===== config.mk =====
export PLATFORM = sky130hd
export DESIGN_NAME = prod_accumulator
export DESIGN_NICKNAME = d
export VERILOG_FILES = /design/src/rtl/prod_acc_pkg.sv /design/src/rtl/prod_accumulator.sv
export SDC_FILE = /design/constraint.sdc
export NUM_CORES = 1
export LEC_CHECK = 0
export ABC_AREA = 0
export BUFFER_PORTS_ARGS = -buffer_cell sky130_fd_sc_hd__buf_2
export CAP_MARGIN = 20
export CORE_MARGIN = 2
export CORE_UTILIZATION = 61
export CTS_CLUSTER_SIZE = 12
export DETAILED_ROUTE_END_ITERATION = 6
export HOLD_SLACK_MARGIN = 0.06
export PLACE_DENSITY = 0.9
export SLEW_MARGIN = 10
export SYNTH_ARGS = -nofsm -noshare
export SYNTH_HDL_FRONTEND = slang
export SYNTH_SLANG_ARGS = --single-unit

===== constraint.sdc =====
create_clock -name clk -period 4.3 [get_ports clk]
set_clock_uncertainty 0.15 [all_clocks]
set_input_delay 0.215 -clock clk [delete_from_list [all_inputs] [get_ports clk]]
set_output_delay 0.215 -clock clk [all_outputs]
set_load 0.005 [all_outputs]

===== src/rtl/prod_acc_pkg.sv =====
// Shared types and defaults for the product accumulator stage.
// Downstream of the 4x4 array multiplier; turns it into a MAC path.
package prod_acc_pkg;

  typedef enum logic [0:0] {
    ACCUM = 1'b0,
    HOLD  = 1'b1
  } state_t;

  localparam int PROD_W_DEF    = 8;
  localparam int ACC_W_DEF     = 16;
  localparam int MAX_TERMS_DEF = 16;

endpackage


===== src/rtl/prod_accumulator.sv =====
// Accumulates a stream of products into one registered result per frame.
// A frame closes on in_last or after MAX_TERMS accepted terms.
module prod_accumulator
  import prod_acc_pkg::*;
#(
  parameter int PROD_W    = PROD_W_DEF,
  parameter int ACC_W     = ACC_W_DEF,
  parameter int MAX_TERMS = MAX_TERMS_DEF,
  localparam int CNT_W    = $clog2(MAX_TERMS + 1)
) (
  input  logic              clk,
  input  logic              rst,
  input  logic              in_valid,
  output logic              in_ready,
  input  logic [PROD_W-1:0] in_prod,
  input  logic              in_last,
  output logic              out_valid,
  input  logic              out_ready,
  output logic [ACC_W-1:0]  out_sum,
  output logic [CNT_W-1:0]  out_count,
  output logic              out_ovf
);

  state_t             state_q, state_d;
  logic [ACC_W-1:0]   acc_q, acc_d;
  logic [CNT_W-1:0]   cnt_q, cnt_d;
  logic               ovf_q, ovf_d;
  logic [ACC_W-1:0]   sum_q, sum_d;
  logic [CNT_W-1:0]   ocnt_q, ocnt_d;
  logic               oovf_q, oovf_d;
  logic               vld_q, vld_d;

  logic [ACC_W:0]     add_w;
  logic [ACC_W-1:0]   acc_nxt;
  logic               carry;
  logic [CNT_W-1:0]   cnt_inc;
  logic               ovf_nxt;
  logic               accept;
  logic               flush;

  // ready is a pure state decode, never a path from out_ready
  assign in_ready = (state_q == ACCUM);
  assign accept   = in_valid && in_ready;

  assign add_w   = {1'b0, acc_q}
                 + {{(ACC_W + 1 - PROD_W){1'b0}}, in_prod};
  assign acc_nxt = add_w[ACC_W-1:0];
  assign carry   = add_w[ACC_W];
  assign cnt_inc = cnt_q + CNT_W'(1);
  assign ovf_nxt = ovf_q | carry;
  assign flush   = in_last || (cnt_inc == CNT_W'(MAX_TERMS));

  always_comb begin
    state_d = state_q;
    acc_d   = acc_q;
    cnt_d   = cnt_q;
    ovf_d   = ovf_q;
    sum_d   = sum_q;
    ocnt_d  = ocnt_q;
    oovf_d  = oovf_q;
    vld_d   = vld_q;
    unique case (state_q)
      ACCUM: begin
        if (accept) begin
          acc_d = acc_nxt;
          cnt_d = cnt_inc;
          ovf_d = ovf_nxt;
          if (flush) begin
            sum_d   = acc_nxt;
            ocnt_d  = cnt_inc;
            oovf_d  = ovf_nxt;
            vld_d   = 1'b1;
            state_d = HOLD;
          end
        end
      end
      HOLD: begin
        if (vld_q && out_ready) begin
          vld_d   = 1'b0;
          acc_d   = '0;
          cnt_d   = '0;
          ovf_d   = 1'b0;
          state_d = ACCUM;
        end
      end
      default: state_d = ACCUM;
    endcase
  end

  always_ff @(posedge clk or posedge rst) begin
    if (rst) begin
      state_q <= ACCUM;
      acc_q   <= '0;
      cnt_q   <= '0;
      ovf_q   <= 1'b0;
      sum_q   <= '0;
      ocnt_q  <= '0;
      oovf_q  <= 1'b0;
      vld_q   <= 1'b0;
    end else begin
      state_q <= state_d;
      acc_q   <= acc_d;
      cnt_q   <= cnt_d;
      ovf_q   <= ovf_d;
      sum_q   <= sum_d;
      ocnt_q  <= ocnt_d;
      oovf_q  <= oovf_d;
      vld_q   <= vld_d;
    end
  end

  assign out_valid = vld_q;
  assign out_sum   = sum_q;
  assign out_count = ocnt_q;
  assign out_ovf   = oovf_q;

endmodule

==> results of run 1 <==
==> sequential cells by signal (all words and copies together), names as in the netlist <==
signal     flops
acc_q         16
ovf_q          1
out_valid      1
state_q        1
out_count      5
cnt_q          5
out_ovf        1
out_sum       16
==> metrics by stage <==
stage | total power, mW | util
global placement | 1.39 | 0.672
detailed placement | 1.43 | 0.672
CTS | 1.69 | 0.698
finish | 1.68 | 0.698
global route | 1.83 | 0.698
floorplan | 1.22 | -
==> worst max-delay path, cell delays in order, from the launching register on <==
cell and delay, ps:
sky130_fd_sc_hd__dfrtp_1 440, sky130_fd_sc_hd__ha_1 290, sky130_fd_sc_hd__nor2_1 70, sky130_fd_sc_hd__o2bb2ai_1 120, sky130_fd_sc_hd__and3_1 210, sky130_fd_sc_hd__o21ai_4 710
sky130_fd_sc_hd__mux2_2 410
==> worst max-delay path by stage <==
stage	startpoint	to	slack, ps
after floorplan	acc_q[0]	out_sum[10]	2080
after detailed placement	cnt_q[0]	out_count[1]	1790
final	cnt_q[0]	out_sum[0]	1780
after global placement	cnt_q[0]	out_sum[7]	1890
after CTS	cnt_q[0]	out_sum[0]	1770
after global routing	cnt_q[0]	out_sum[7]	1590
==> Yosys cell counts, types with 2 or more instances <==
| library cell | n |
|---|---|
| sky130_fd_sc_hd__dfrtp_1 | 46 |
| sky130_fd_sc_hd__nand2_1 | 40 |
| sky130_fd_sc_hd__o21ai_0 | 29 |
| sky130_fd_sc_hd__nand3_1 | 15 |
| sky130_fd_sc_hd__nor2_1 | 12 |
| sky130_fd_sc_hd__ha_1 | 10 |
| sky130_fd_sc_hd__o21ai_1 | 7 |
| sky130_fd_sc_hd__xnor2_1 | 7 |
| sky130_fd_sc_hd__xor2_1 | 7 |
| sky130_fd_sc_hd__a31oi_1 | 5 |
| sky130_fd_sc_hd__a21oi_1 | 4 |
| sky130_fd_sc_hd__clkbuf_1 | 4 |
| sky130_fd_sc_hd__inv_1 | 4 |
| sky130_fd_sc_hd__mux2_2 | 4 |
| sky130_fd_sc_hd__nor2b_1 | 4 |
| sky130_fd_sc_hd__a22o_1 | 3 |
| sky130_fd_sc_hd__and3_1 | 3 |
| sky130_fd_sc_hd__buf_2 | 3 |
| sky130_fd_sc_hd__clkbuf_2 | 3 |
| sky130_fd_sc_hd__nor3_1 | 3 |
| sky130_fd_sc_hd__o31ai_1 | 3 |
| sky130_fd_sc_hd__a21o_1 | 2 |
| sky130_fd_sc_hd__a31o_2 | 2 |
| sky130_fd_sc_hd__and3_2 | 2 |
| sky130_fd_sc_hd__buf_4 | 2 |
==> power by group through the flow <==
stage                     Combinational [mW]  Clock (mW)  Sequential (mW)
final                                  0.751       0.254            0.679
after global routing                   0.852       0.276            0.701
after CTS                              0.751       0.259            0.679
after detailed placement               0.743           0            0.685
after global placement                 0.717           0            0.676
after floorplan                        0.548           0            0.671
==> final cells by class <==
class | instances | area (sq um)
sequential | 46 | 1150
inverter | 4 | 15.0
tap | 50 | 62.6
clock buffer | 5 | 68.8
fill | 296 | 1190
multi-input combinational | 188 | 1230
clock inverter | 2 | 10.0
timing repair buffer | 40 | 215
==> layer usage <==
layer	vias up	share of wire
met5	-	0
met4	0	0.025
met3	13	0.045
met2	55	0.51
met1	939	0.42
li1	956	-
==> logic make-up (layout without fill, tap and decap cells) <==
logic type               Yosys count  count (layout)  synth area share
AND/OR/NAND/NOR                   87              87             0.165
AO/OA/AOI/OAI                     72              72             0.206
flip-flops                        46              46             0.467
buffers and inverters             17              51            0.0350
XOR/XNOR                          14              14            0.0497
adder cells (fa/ha/maj)           11              11            0.0589
multiplexers                       4               4            0.0183
==> impl_metrics.json, run 1 <==
{
  "drtAntennaViolNets": 0,
  "reg2reg_from": "cnt_q[0]",
  "holdBufCountCts": 2,
  "layout-area-overhead-vs-synth_pct": 11.6,
  "root_buffer": "sky130_fd_sc_hd__clkbuf_8",
  "layout_min_cycle_time_ps": 2520,
  "synth.net_count": 275,
  "setup-violations-final": 0,
  "max_fclk_ghz": 0.397,
  "placement.setup.worst_slack_ps": 1790,
  "grt_first_pass_wirelength_um": 8590,
  "timing.max_cap.violations": 0,
  "holdPathStages": 4,
  "min_path_type": "in -> reg",
  "global_route.usage.met2": 0.409,
  "worst_slew_pin_slew_ps": 904,
  "htree_num_levels": 2,
  "synth-edff-count": 0,
  "grt_overflow": 0,
  "syn-mean-instance-area_sq_um": 9.82,
  "static-leakage-power_nw": 1.30,
  "synth_cell_types": 52,
  "hold_path_end": "acc_q[0]",
  "synth_largest_area_cell": "sky130_fd_sc_hd__dfrtp_1",
  "detailedPlacementHpwl_um": 3420,
  "power.share.combinational": 0.446,
  "floorplan.rows": 23,
  "final_hold_viol_count": 0,
  "firstDrtPassIters": 4,
  "share_seq_of_total_power": 0.403,
  "swShare": 0.408,
  "grt_start_max_net_pins": 47,
  "drc_errors": 0,
  "worst-endpoint-required_ps": 4340,
  "grt.busiest_layer": "met2",
  "worst-r2r-setup-slack_ps": 1780,
  "postCtsSetupRepairBufs": 0,
  "clk_pin_slew_worst_paths_ps": 90,
  "synth_warnings": 0,
  "global_routing_usage_summed_across_all_routing_layers": 0.254,
  "postSynth.asyncResetShare": 1.00,
  "internal-power_uw": 996,
  "post_route_cells_drive_above_1_share": 0.221,
  "timing_max_transition_violations_final": 0,
  "final_setup_tns_ps": 0,
  "netlist_top_cells_area": "sky130_fd_sc_hd__dfrtp_1, sky130_fd_sc_hd__nand2_1, sky130_fd_sc_hd__o21ai_0",
  "synthesis_stage_register_bit_count": 46,
  "drt-wirelength-per-cell_um": 15.2,
  "timing.rr.end": "out_sum[0]",
  "final-instance-count-excl-fill": 335,
  "cts.path.max_buffers": 2,
  "critical_path_arrival_ps": 2560,
  "maxSlewHeadroom": 0.395,
  "grt.met3_usage": 0.0700,
  "synthesis.area_sq_um": 2460,
  "yosys_most_used_dff": "sky130_fd_sc_hd__dfrtp_1",
  "numPortBuffers": 36,
  "worst_vdd_rail_ir_drop_mv": 0.359,
  "top_level_ports": 37,
  "number_of_antenna_violations_at_the_first_check_in_global_routing": 0,
  "vias_in_the_first_global_route": 1906,
  "crit_fanout": 42,
  "crit_type": "reg -> reg",
  "floorplan.initialDensity": 0.625,
  "finalWeightedCongestion": 0.956,
  "antenna_diode_instance_count": 0,
  "die-area_sq_um": 4570,
  "die_w_um": 67.6,
  "chipHeight_um": 67.6,
  "drc_violation_total_after_the_first_tritonroute_iteration": 154,
  "worstRegToRegCells": 6,
  "finish.net_count": 309,
  "cts_made_buffers": 5,
  "routed_wl_um": 5080,
  "dpl-instance-area_sq_um": 2650,
  "final.hold.worst_slack_ps": 119,
  "syn_inst": 251,
  "setup_slack_ps": 1780,
  "outcome": "complete, no violations",
  "synth.top_cell.area_share": 0.467,
  "seq_total_area_yosys": 0.467,
  "clock_insertion_delay_worst_skew_ps": 310,
  "route.detailed.vias_per_inst": 5.86,
  "clock_power_share": 0.151,
  "total_switching_power_uw": 688,
  "finish.instance_area_sq_um": 2750,
  "layout_commonest_cell": "sky130_fd_sc_hd__dfrtp_1",
  "final.period_utilization": 0.586,
  "hold_path_startpoint": "in_prod[0]",
  "core_area_sq_um": 3940,
  "routed-via-count": 1963,
  "cell_count_post_placement": 326,
  "cts.sinks": 46,
  "final_cell_mix": "sky130_fd_sc_hd__dfrtp_1, sky130_fd_sc_hd__nand2_1, sky130_fd_sc_hd__buf_2, sky130_fd_sc_hd__o21ai_0, sky130_fd_sc_hd__nand3_1",
  "grt_setup_unrepaired": "false",
  "worst_setup_path_start_kind": "flip-flop",
  "cts_tree": "done",
  "cellPowerDensity_nw_per_um2": 612,
  "post_cts.resized_instances": 0,
  "setup.worst_path.end_class": "flip-flop",
  "grt_use_met1": 0.313
}
(Power assumes the default switching activity.)
==> inputs of run 2 (changes only) <==
--- a/config.mk
+++ b/config.mk
@@ -5,15 +5,15 @@
 export SDC_FILE = /design/constraint.sdc
 export NUM_CORES = 1
 export LEC_CHECK = 0
-export ABC_AREA = 0
+export ABC_AREA = 1
 export BUFFER_PORTS_ARGS = -buffer_cell sky130_fd_sc_hd__buf_2
 export CAP_MARGIN = 20
 export CORE_MARGIN = 2
-export CORE_UTILIZATION = 61
+export CORE_UTILIZATION = 51
 export CTS_CLUSTER_SIZE = 12
 export DETAILED_ROUTE_END_ITERATION = 6
 export HOLD_SLACK_MARGIN = 0.06
-export PLACE_DENSITY = 0.9
+export PLACE_DENSITY = 0.8
 export SLEW_MARGIN = 10
 export SYNTH_ARGS = -nofsm -noshare
 export SYNTH_HDL_FRONTEND = slang
==> constraint.sdc (replaced) <==
create_clock -name clk -period 2.3 [get_ports clk]
set_clock_uncertainty 0.15 [all_clocks]
set_input_delay 0.115 -clock clk [delete_from_list [all_inputs] [get_ports clk]]
set_output_delay 0.115 -clock clk [all_outputs]
set_load 0.005 [all_outputs]
==> run 2 against run 1 <==
Worst setup slack got worse by 1600 ps. Global-route usage fell by 3.0 points. Via count rose by 15%. Total power rose by 91%. Utilization fell by 8.6 points. Combinational power rose by 90%. Sequential cell count did not move. Critical endpoint is now acc_q[10]. Largest power group unchanged.
==> impl_metrics.json, run 2 <==
{
  "outcome": "complete, no violations",
  "drtAntennaViolNets": 0,
  "synth.net_count": 352,
  "root_buffer": "sky130_fd_sc_hd__clkbuf_8",
  "critPathMostFrequentCell": "sky130_fd_sc_hd__nand2_1",
  "grt_overflow": 0,
  "synth_cell_types": 25,
  "synth_largest_area_cell": "sky130_fd_sc_hd__dfrtp_1",
  "syn-mean-instance-area_sq_um": 7.63,
  "cts.sinks": 46,
  "top_level_ports": 37,
  "synth-edff-count": 0,
  "seq_total_area_yosys": 0.460,
  "worstSetupStartpoint": "in_prod[0]",
  "worst_path_dominant_cell_family": "simple AND/OR/NAND/NOR gates",
  "drc_errors": 0,
  "grt_first_pass_wirelength_um": 9520,
  "final_setup_tns_ps": 0,
  "detailedPlacementHpwl_um": 3960,
  "yosys_most_used_dff": "sky130_fd_sc_hd__dfrtp_1",
  "chipHeight_um": 74.1,
  "reg2reg_from": "acc_q[0]",
  "cellPowerDensity_nw_per_um2": 1120,
  "grt_start_max_net_pins": 47,
  "die-area_sq_um": 5490,
  "clock_insertion_delay_worst_skew_ps": 300,
  "timing.max_cap.violations": 0,
  "hold_path_startpoint": "in_valid",
  "drc_violation_total_after_the_first_tritonroute_iteration": 186,
  "cp_num_buf_inv": 2,
  "route.detailed.vias_per_inst": 5.14,
  "final.hold.worst_slack_ps": 75.9,
  "floorplan.rows": 25,
  "finish.net_count": 397,
  "final.period_utilization": 0.925,
  "worst_path_largest_cell_delay_ps": 540,
  "layout_commonest_cell": "sky130_fd_sc_hd__nand2_1",
  "post_synth_and_or_nand_nor_area_fraction": 0.330,
  "crit_fanout": 6,
  "complex_gate_fraction_of_the_synthesized_area": 0.0510,
  "crit_type": "in -> reg",
  "postCtsSetupRepairBufs": 0,
  "number_of_antenna_violations_at_the_first_check_in_global_routing": 0,
  "die_w_um": 74.1,
  "largest_family_of_logic_cells_by_synthesized_area": "simple AND/OR/NAND/NOR gates",
  "layout-area-overhead-vs-synth_pct": 15.3,
  "timing_max_transition_violations_final": 0,
  "final_cell_mix": "sky130_fd_sc_hd__nand2_1, sky130_fd_sc_hd__dfrtp_1, sky130_fd_sc_hd__buf_2, sky130_fd_sc_hd__inv_1, sky130_fd_sc_hd__nand3_1",
  "yosysMostFrequentCell": "sky130_fd_sc_hd__nand2_1",
  "antenna_diode_instance_count": 0,
  "layout_min_cycle_time_ps": 2130,
  "cts_tree": "done",
  "netlist_top_cells_area": "sky130_fd_sc_hd__dfrtp_1, sky130_fd_sc_hd__nand2_1, sky130_fd_sc_hd__nand3_1",
  "ys_top_cells_by_count": "sky130_fd_sc_hd__nand2_1, sky130_fd_sc_hd__dfrtp_1, sky130_fd_sc_hd__inv_1, sky130_fd_sc_hd__nand3_1, sky130_fd_sc_hd__ha_1",
  "syn_inst": 328,
  "max_fclk_ghz": 0.470,
  "critical_path_arrival_ps": 2190,
  "setup-violations-final": 0,
  "htree_num_levels": 2,
  "worst_setup_path_start_kind": "primary input",
  "maxSlewHeadroom": 0.618,
  "timing.critical_path.slowest_stage_cell": "sky130_fd_sc_hd__dlygate4sd3_1",
  "numPortBuffers": 36,
  "post_synth_mux_area_share": 0,
  "final_hold_viol_count": 0,
  "static-leakage-power_nw": 1.66,
  "synth.top_cell.area_share": 0.460,
  "routed_wl_um": 5610,
  "cts_made_buffers": 5,
  "finalWeightedCongestion": 0.836,
  "xor_xnor_share_of_the_synthesized_area": 0.0280,
  "floorplan.initialDensity": 0.530,
  "cts.path.max_buffers": 2,
  "routed-via-count": 2266,
  "setup.worst_path.end_class": "flip-flop",
  "crit_chain": "dlygate4sd3_1 > buf_2 > ha_1 > fa_1 > nand3_1 > nand3_2 > nand2_1 > nand2_2 > nand2_1 > nand2_1 > nand2_1 > nand2_1 > o21ai_0",
  "firstDrtPassIters": 4,
  "worst_slew_pin_slew_ps": 573,
  "drt-wirelength-per-cell_um": 12.7,
  "synth_warnings": 0,
  "global_routing_usage_summed_across_all_routing_layers": 0.224,
  "clk_pin_slew_worst_paths_ps": 90,
  "vias_in_the_first_global_route": 2113,
  "synthesis_stage_register_bit_count": 46,
  "grt_setup_unrepaired": "false",
  "post_synth_fa_ha_maj_area_fraction": 0.0580,
  "synthesis.area_sq_um": 2500,
  "postSynth.asyncResetShare": 1.00,
  "worst-endpoint-required_ps": 2370,
  "min_path_type": "in -> reg",
  "post_route_cells_drive_above_1_share": 0.152,
  "worst_vdd_rail_ir_drop_mv": 0.529,
  "core_area_sq_um": 4720
}
[run 2: power breakdown]
part | switching [mW] | internal (mW) | total (mW)
logic | 0.865 | 0.562 | 1.43
clock network | 0.283 | 0.214 | 0.497
registers | 0.209 | 1.09 | 1.30
total | 1.36 | 1.86 | 3.22
[run 2: layout make-up]
cell class	instances	area [sq um]
clock inverter	3	21.3
tap	67	83.8
multi-input combinational	240	1180
inverter	35	131
clock buffer	5	68.8
timing repair buffer	45	255
sequential	46	1150
fill	433	1840
[run 2: routing by layer]
metal / global-route usage / up-vias / wire, um
met5: 0 / - / 0
met3: 0.0312 / 13 / 217
li1: - / 1119 / -
met2: 0.363 / 66 / 2650
met1: 0.312 / 1068 / 2640
met4: 0.0768 / 0 / 98
[run 2: through the flow]
| step | worst slack (ps) | instance area [sq um] | power (mW) | utilization | instances |
|---|---|---|---|---|---|
| global placement | 281 | 2760 | 2.65 | 0.584 | 430 |
| global route | 16.4 | 2890 | 3.52 | 0.611 | 441 |
| floorplan | 412 | 2500 | 2.27 | - | 328 |
| detailed placement | 151 | 2760 | 2.71 | 0.584 | 430 |
| CTS | 79.2 | 2880 | 3.22 | 0.610 | 441 |
| finish | 173 | 2890 | 3.22 | 0.611 | 441 |
[run 2: cell families (layout without fill, tap and decap cells)]
family | Yosys count | count (layout)
compound gates | 18 | 18
xor+xnor | 8 | 8
fa+ha+maj | 11 | 11
buf+inv | 42 | 88
flops | 46 | 46
simple gates | 203 | 203
[run 2: worst paths after layout]
path | depth (start not counted) | end | slack (ps)
max in group asynchronous | 4 | cnt_q[4] | 1270
max reg2reg | 11 | acc_q[10] | 240
min in group asynchronous | 4 | out_sum[10] | 340
min | 3 | cnt_q[2] | 80
min reg2reg | 2 | out_sum[7] | 320
max | 13 | acc_q[10] | 170
[run 2: worst register-to-register path, stage by stage, from the launching register on]
cell                      delay, ps
sky130_fd_sc_hd__dfrtp_1        400
sky130_fd_sc_hd__ha_1           230
sky130_fd_sc_hd__fa_1           410
sky130_fd_sc_hd__nand3_1        110
sky130_fd_sc_hd__nand3_2        110
sky130_fd_sc_hd__nand2_1        100
sky130_fd_sc_hd__nand2_2        100
sky130_fd_sc_hd__nand2_1         80
sky130_fd_sc_hd__nand2_1         50
sky130_fd_sc_hd__nand2_1         90
sky130_fd_sc_hd__nand2_1         60
sky130_fd_sc_hd__o21ai_0         80
[run 2: repair_timing]
action,in CTS,in global routing
hold buffers,3,0
resized for setup,0,2
endpoints found under the setup margin,0,7
hold endpoints to repair,50,0
==> inputs of run 3 (changes only) <==
--- a/config.mk
+++ b/config.mk
@@ -5,12 +5,11 @@
 export SDC_FILE = /design/constraint.sdc
 export NUM_CORES = 1
 export LEC_CHECK = 0
-export ABC_AREA = 1
 export BUFFER_PORTS_ARGS = -buffer_cell sky130_fd_sc_hd__buf_2
 export CAP_MARGIN = 20
 export CORE_MARGIN = 2
 export CORE_UTILIZATION = 51
-export CTS_CLUSTER_SIZE = 12
+export CTS_CLUSTER_SIZE = 28
 export DETAILED_ROUTE_END_ITERATION = 6
 export HOLD_SLACK_MARGIN = 0.06
 export PLACE_DENSITY = 0.8
==> run 3 against run 2 <==
Sequential power is essentially flat. Largest cell class unchanged. Via count decreased by 10%. Sequential cell count stayed put. Hold slack worse by 9.1 ps. Critical path depth shrank 4. Critical endpoint is now out_sum[8]. Sequential share of layout area shrank 2.0 points. Cell count decreased by 18%. Clock power is 4% higher. Critical path type is now reg -> reg. Non-clock buffer count increased by 16. Maximum frequency down 7.1%.
==> impl_metrics.json, run 3 (same netlist as run 1, synthesis figures left out) <==
{
  "final_setup_tns_ps": 0,
  "setup_slack_ps": 9.29,
  "finalWeightedCongestion": 0.831,
  "final.period_utilization": 0.996,
  "antenna_diode_instance_count": 0,
  "numPortBuffers": 36,
  "layout-area-overhead-vs-synth_pct": 23.2,
  "grt_overflow": 0,
  "chipHeight_um": 73.5,
  "finish.net_count": 330,
  "top_level_ports": 37,
  "htree_num_levels": 2,
  "worst_slew_pin_slew_ps": 787,
  "die_w_um": 73.5,
  "layout_min_cycle_time_ps": 2290,
  "detailedPlacementHpwl_um": 3610,
  "grt_start_max_net_pins": 26,
  "vias_in_the_first_global_route": 1940,
  "cts.path.max_buffers": 2,
  "min_path_type": "in -> reg",
  "crit_fanout": 6,
  "die-area_sq_um": 5410,
  "firstDrtPassIters": 4,
  "drtAntennaViolNets": 0,
  "worst_vdd_rail_ir_drop_mv": 0.663,
  "worst-endpoint-required_ps": 2380,
  "grt_setup_unrepaired": "true",
  "crit_type": "reg -> reg",
  "route.detailed.vias_per_inst": 5.64,
  "floorplan.initialDensity": 0.525,
  "post_route_cells_drive_above_1_share": 0.306,
  "regArea_sq_um": 1150,
  "root_buffer": "sky130_fd_sc_hd__clkbuf_8",
  "max_fclk_ghz": 0.437,
  "timing_max_transition_violations_final": 0,
  "cell_count_post_placement": 343,
  "critical_path_arrival_ps": 2370,
  "worst-r2r-setup-slack_ps": 9,
  "timing.max_cap.violations": 0,
  "clk_pin_slew_worst_paths_ps": 80,
  "maxSlewHeadroom": 0.474,
  "cts.sinks": 46,
  "cts_made_buffers": 5,
  "static-leakage-power_nw": 1.42,
  "cts_tree": "done",
  "routed-via-count": 2037,
  "clock_insertion_delay_worst_skew_ps": 300,
  "finish.utilization": 0.647,
  "fillCellCount": 382,
  "setup-violations-final": 0,
  "grt_first_pass_wirelength_um": 8740,
  "layout_commonest_cell": "sky130_fd_sc_hd__dfrtp_1",
  "worst_setup_path_start_kind": "flip-flop",
  "drc_violation_total_after_the_first_tritonroute_iteration": 151,
  "drt-wirelength-per-cell_um": 14.6,
  "setup.worst_path.end_class": "flip-flop",
  "final_cell_mix": "sky130_fd_sc_hd__dfrtp_1, sky130_fd_sc_hd__nand2_1, sky130_fd_sc_hd__buf_2, sky130_fd_sc_hd__o21ai_0, sky130_fd_sc_hd__buf_4",
  "drc_errors": 0,
  "floorplan.rows": 25,
  "number_of_antenna_violations_at_the_first_check_in_global_routing": 0,
  "multiInputGateArea_sq_um": 1310,
  "core_area_sq_um": 4690,
  "final_hold_viol_count": 0,
  "placement.setup.worst_slack_ps": -9.24,
  "final-instance-count-excl-fill": 361,
  "cellPowerDensity_nw_per_um2": 1170,
  "routed_wl_um": 5270,
  "outcome": "complete, no violations",
  "global_routing_usage_summed_across_all_routing_layers": 0.209
}
-- run 3: layer usage --
layer  global-route usage  wire (um)
met3               0.0466        269
met4               0.0727         83
met5                    0          0
met2                0.348       2580
met1                0.267       2340
-- run 3: layout make-up --
cell class / count / area share
clock buffers: 7 / 0.0284
clock inverters: 1 / 0.00165
flip-flops and latches: 46 / 0.379
multi-input cells: 188 / 0.432
inverters: 4 / 0.00494
well taps: 54 / 0.0222
repair buffers: 61 / 0.131
-- run 3: timing repair --
action / CTS / global route
setup buffers: 5 / 2
gates cloned: 0 / 0
pin swaps: 7 / 7
hold buffers: 2 / 1
endpoints found under the setup margin: 7 / 12
resized for setup: 12 / 10
endpoints found under the hold margin: 48 / 1
-- run 3: report_power, final --
part | total (mW) | internal (mW) | switching (mW)
Combinational | 1.76 | 0.838 | 0.923
Clock | 0.516 | 0.243 | 0.273
Sequential | 1.27 | 1.07 | 0.199
-- run 3: final timing paths --
check,from,to,depth (start not counted)
worst max-delay path,acc_q[0],out_sum[8],9
worst min-delay path,in_prod[0],acc_q[0],4
worst max register to register,acc_q[0],out_sum[8],9
worst min register to register,out_count[4],out_count[4],2
max in group asynchronous,rst,acc_q[4],4
min in group asynchronous,rst,out_count[2],3
-- run 3: worst max-delay path: stages (launching register included) --
cell and delay [ps]:
sky130_fd_sc_hd__dfrtp_1 410, sky130_fd_sc_hd__ha_4 180, sky130_fd_sc_hd__fa_2 330, sky130_fd_sc_hd__a21o_1 200
sky130_fd_sc_hd__a221oi_4 290, sky130_fd_sc_hd__a22oi_4 130, sky130_fd_sc_hd__buf_4 160, sky130_fd_sc_hd__buf_4 120
sky130_fd_sc_hd__xnor2_1 110, sky130_fd_sc_hd__o21ai_0 140
-- run 3: per-stage QoR --
step / cell area (sq um) / total power, mW / hold WS (ps)
after floorplan: 2460 / 2.28 / 135
final: 3040 / 3.55 / 66.8
after global placement: 2770 / 2.72 / -48.4
after global routing: 3040 / 3.82 / 88.7
after CTS: 2950 / 3.43 / 80.3
after detailed placement: 2770 / 2.77 / -43.7
